$ cat config.mk
export PLATFORM = sky130hd
export DESIGN_NAME = fifo_srl_almost_full_ctrl
export DESIGN_NICKNAME = d
export VERILOG_FILES = /design/src/rtl/fifo_srl_almost_full_ctrl.sv
export SDC_FILE = /design/constraint.sdc
export NUM_CORES = 1
export LEC_CHECK = 0
export CAP_MARGIN = 30
export CORE_MARGIN = 2
export CORE_UTILIZATION = 45
export DETAILED_ROUTE_END_ITERATION = 10
export GPL_ROUTABILITY_DRIVEN = 1
export HOLD_SLACK_MARGIN = 0.05
export PLACE_DENSITY = 0.63
export SKIP_LAST_GASP = 1
export SLEW_MARGIN = 15
export SYNTH_ARGS = -nofsm -noshare
export SYNTH_HDL_FRONTEND = slang
export SYNTH_SLANG_ARGS = --single-unit
export TNS_END_PERCENT = 100
$ cat constraint.sdc
create_clock -name clk -period 27.5 [get_ports clk]
set_input_delay 5.5 -clock clk [delete_from_list [all_inputs] [get_ports clk]]
set_output_delay 5.5 -clock clk [all_outputs]
set_load 0.005 [all_outputs]
$ cat src/rtl/fifo_srl_almost_full_ctrl.sv
// Show-ahead FIFO on SRL storage with registered empty/full flags and an almost-full margin.
// Optional: define FIFO_SRL_COUNT_EN to expose the registered occupancy as if_count.
module fifo_srl_almost_full_ctrl #(
    parameter int DATA_WIDTH   = 32,
    parameter int ADDR_WIDTH   = 4,
    parameter int DEPTH        = 16,
    parameter int GRACE_PERIOD = 2
) (
    input  logic                  clk,
    input  logic                  reset_n,
    input  logic [DATA_WIDTH-1:0] if_din,
    input  logic                  if_write,
    input  logic                  if_write_ce,
    output logic                  if_full_n,
    input  logic                  if_read,
    input  logic                  if_read_ce,
    output logic [DATA_WIDTH-1:0] if_dout,
    output logic                  if_empty_n,
`ifdef FIFO_SRL_COUNT_EN
    output logic [ADDR_WIDTH:0]   if_count,
`endif
    output logic                  err_overflow,
    output logic                  err_underflow
);

    localparam logic [ADDR_WIDTH:0]   DEPTH_C = (ADDR_WIDTH+1)'(DEPTH);
    localparam logic [ADDR_WIDTH:0]   AF_C    = (ADDR_WIDTH+1)'(DEPTH - GRACE_PERIOD);
    localparam logic [ADDR_WIDTH:0]   ONE_C   = (ADDR_WIDTH+1)'(1);
    localparam logic [ADDR_WIDTH-1:0] ONE_A   = (ADDR_WIDTH)'(1);

    (* shreg_extract = "yes" *) logic [DATA_WIDTH-1:0] storage [0:DEPTH-1];

    logic [ADDR_WIDTH:0]   cnt_reg;
    logic [ADDR_WIDTH:0]   cnt_next;
    logic [ADDR_WIDTH-1:0] addr;
    logic                  wr_req;
    logic                  rd_req;
    logic                  wr_acc;
    logic                  rd_acc;
    logic                  empty_n_reg;
    logic                  full_n_reg;
    logic                  overflow_reg;
    logic                  underflow_reg;

    assign wr_req = if_write & if_write_ce;
    assign rd_req = if_read & if_read_ce;
    assign wr_acc = wr_req & (cnt_reg != DEPTH_C);
    assign rd_acc = rd_req & (cnt_reg != '0);

    // Newest entry sits at index 0, so the oldest lives at cnt-1; a simultaneous
    // read+write shifts and keeps cnt, leaving addr on the next-oldest entry.
    assign addr    = cnt_reg[ADDR_WIDTH-1:0] - ONE_A;
    assign if_dout = storage[addr];

    always_comb begin
        cnt_next = cnt_reg;
        if (wr_acc && !rd_acc) begin
            cnt_next = cnt_reg + ONE_C;
        end else if (rd_acc && !wr_acc) begin
            cnt_next = cnt_reg - ONE_C;
        end
    end

    // Storage is deliberately not reset so it maps onto SRL primitives.
    always_ff @(posedge clk) begin
        if (wr_acc) begin
            storage[0] <= if_din;
            for (int i = 1; i < DEPTH; i++) begin
                storage[i] <= storage[i-1];
            end
        end
    end

    always_ff @(posedge clk or negedge reset_n) begin
        if (!reset_n) begin
            cnt_reg       <= '0;
            empty_n_reg   <= 1'b0;
            full_n_reg    <= 1'b1;
            overflow_reg  <= 1'b0;
            underflow_reg <= 1'b0;
        end else begin
            cnt_reg     <= cnt_next;
            empty_n_reg <= (cnt_next != '0);
            full_n_reg  <= (cnt_next < AF_C);
            if (wr_req && (cnt_reg == DEPTH_C)) begin
                overflow_reg <= 1'b1;
            end
            if (rd_req && (cnt_reg == '0)) begin
                underflow_reg <= 1'b1;
            end
        end
    end

`ifdef FIFO_SRL_COUNT_EN
    logic [ADDR_WIDTH:0] count_reg;

    always_ff @(posedge clk or negedge reset_n) begin
        if (!reset_n) begin
            count_reg <= '0;
        end else begin
            count_reg <= cnt_next;
        end
    end

    assign if_count = count_reg;
`endif

    assign if_empty_n    = empty_n_reg;
    assign if_full_n     = full_n_reg;
    assign err_overflow  = overflow_reg;
    assign err_underflow = underflow_reg;

endmodule

==> summary.txt <==
STA
  • Least-Margin Pin Slew: roughly 1100 ps
  • Setup ws final: approximately 17,000 ps
  • Final min period: 10,510 ps
  • RSZ-0062 raised after global routing: false
  • Slew headroom: 0.2638
  • Final Setup Violations: 0
  • Highest Clock Rate: 0.09516 GHz
  • Max-slew violations: 0
  • Fin Setup TNS: 0 ps
  • Final period util: 0.3821
  • Final setup skew: 9.702 ps
  • Final hold vios: 0

Pwr
  • Worst vdd ir: between 0.00007 and 0.00008 V
  • P per Cell Area: 112.4 nW/um^2
  • LEAKAGE: 0.007186 uW
  • Total power: 2556 uW

Layout
  • Number of diodes: 0
  • Reg area: 15,610 um^2
  • Finished Layout Cells: 1,480
  • Fill count: roughly 3,300
  • Area growth syn-to-layout: 15.55%
  • Fin nets: ~900
  • Multi-input logic area: just under 4000 um^2
  • Share of cells above drive strength 1: 0.2726
  • Max FFs per register: around 510

Worst hold path
  • Hold Path Cell Cnt: 0
  • Path category of the worst min-delay check: flip-flop to flip-flop
  • Hold Startpoint: storage[3][26]
  • Worst Hold End: storage[4][26]

Synthesis
  • Count leader, synth: edfxtp_1
  • Seq/Total Area, Yosys: 0.7927
  • Yosys top cell by area: edfxtp_1
  • Fraction of registers with async set or reset after synthesis: 0.01727
  • Yosys warns: 0
  • Synth area leaders: edfxtp_1 (78%), mux4_2 (18%), dfrtp_1 (1.0%)
  • Main synth FF type: edfxtp_1
  • Number of synthesized flops with an enable pin: between 500 and 600
  • Post-Synthesis Cells: about 760
  • Netlist cell types: 33
  • Share of the synthesized area in the top cell type: 0.7812
  • Post-synth top cells: edfxtp_1 (512), mux4_2 (160), clkbuf_1 (23)
  • Flops & latches, synth: 521
  • Mean post-synth cell area: roughly 26 um^2
  • Syn Std Cell Area: approximately 20,000 um^2
  • Mapped Nets: 800

Clock network
  • TritonCTS clock tree: built
  • Num CTS Buffers: 52
  • CTS root buffer: clkbuf_16
  • # hold bufs at CTS: 0
  • Clk sink count: 521
  • Postcts setup bufs: 0
  • Skew-Pair Late Insertion Delay: 580 ps
  • Post-cts sizing count: 0
  • H-tree Lvls: 2
  • Clk buf depth: 3
  • Clock-pin slew on the worst setup and hold paths: around 60 ps

Placement
  • Port Buffers: 73
  • Dpl hpwl: about 17 mm
  • Dpl ws: approximately 17,000 ps
  • DP Cell Count: 1,390
  • Routability cong.: 0.7016

Route
  • DR WL/cell: between 20 and 25 um
  • Starting DRT DRC Count: between 600 and 700
  • Via density per instance: between 5 and 6
  • Final wirelength: 31.04 mm
  • Pre-antenna DRT Iters: 4
  • Post-DRT Antenna Nets: 0
  • DRC violations left: 0
  • Routed vias: slightly above 8,000

Global route
  • Total GRT Usage: 0.1416
  • Vias in the first global route: approximately 8,400
  • Antenna violations before repair: 0
  • First-pass GRT wire length: slightly below 50 mm
  • Largest net degree at the start of global routing: about 220
  • GRT overflow: 0

Critical path
  • Critical path endpoint category: output pin
  • Worst reg-to-reg path cell count: 7
  • Critical path peak fanout: 62
  • Flop2flop setup slack: ~23,000 ps
  • Critical R2R Launch: cnt_reg[0]
  • Critical path type: flip-flop to output pin
  • Worst R2R End: storage[2][9]
  • Data arrival, critical path: about 5000 ps
  • Required time worst endpoint: roughly 22,000 ps
  • Setup crit start kind: flip-flop

Floorplanning
  • IO Pins: 74
  • Die area: about 45,000 um^2
  • Die width: 213.1 um
  • Cell row count: 76
  • Core Footprint: around 43,000 um^2
  • Starting Density: 0.4569
  • Die Y-Extent: 213.1 um

Job
  • Max-cap viol count: 0

Outcome
  • Status: complete, no violations
[stage by stage]
step                instance area, um^2  hold slack, ps  utilization
floorplan                         19680           420.7            -
global placement                  21120           424.5       0.4903
detailed placement                21180           427.0       0.4916
CTS                               22670           440.6       0.5262
global route                      22740           448.6       0.5279
finish                            22740           436.4       0.5279
[worst max-delay path, cell delays in order (launching register included)]
cell and delay [ps]:
dfrtp_4 1000, inv_1 250, ha_4 930, buf_4 500
buf_16 320, mux4_2 360, mux4_2 520, clkdlybuf4s50_1 470
[logic make-up (layout without fill, tap and decap cells)]
family                     Yosys count  in the layout  synth area share
buffers and inverters               40            176          0.008646
xor gates and xnor gates             6              6          0.003370
DFF                                521            521            0.7927
muxes                              161            161            0.1836
AOI/OAI and AO/OA                   11             11          0.004641
and+or+nand+nor                     17             17          0.005149
adders and majority gates            3              3          0.001907
[worst max-delay path by stage]
stage | start | end | slack (ps) | cells past startpoint
floorplan | if_write | if_empty_n | 6110 | 5
global placement | cnt_reg[0] | if_dout[2] | 17280 | 6
detailed placement | cnt_reg[0] | if_dout[2] | 17460 | 7
CTS | cnt_reg[0] | if_dout[2] | 16830 | 7
global route | cnt_reg[0] | if_dout[2] | 16650 | 7
finish | cnt_reg[0] | if_dout[2] | 16990 | 7
[report_power, final]
group	leakage, uW	total (uW)	switching, uW	internal [uW]
combinational	0.00156	920	377	542
clock	0.000728	636	277	358
sequential	0.00490	1000	50.1	950
total	0.00719	2560	705	1850
[placed cells by master, fill, tap and decap left out, types with 3 or more instances in the layout]
master	synthesis	layout
and2_1	3	3
buf_12	0	3
buf_16	0	4
buf_4	0	6
clkbuf_1	23	13
clkbuf_16	0	53
clkdlybuf4s50_1	0	73
clkinv_1	0	14
clkinv_2	0	5
dfrtp_1	8	7
edfxtp_1	512	512
inv_1	3	3
mux4_2	160	160
nand2_1	4	4
[per-layer routing]
layer | routed length [um] | global-route usage | up-vias
li1 | - | - | 3537
met5 | 0 | 0 | -
met3 | 1477 | 0.03000 | 47
met1 | 14660 | 0.2135 | 4371
met4 | 632 | 0.05077 | 0
met2 | 14270 | 0.2064 | 169
[final cells by class]
cell class | instances | share of cell area
inverter | 3 | 0.0004952
clock buffer | 66 | 0.06046
clock inverter | 21 | 0.005117
timing repair buffer | 86 | 0.04159
multi-input combinational | 198 | 0.1740
sequential | 521 | 0.6862
tap | 585 | 0.03219
Power figures use the tool's default switching activity.
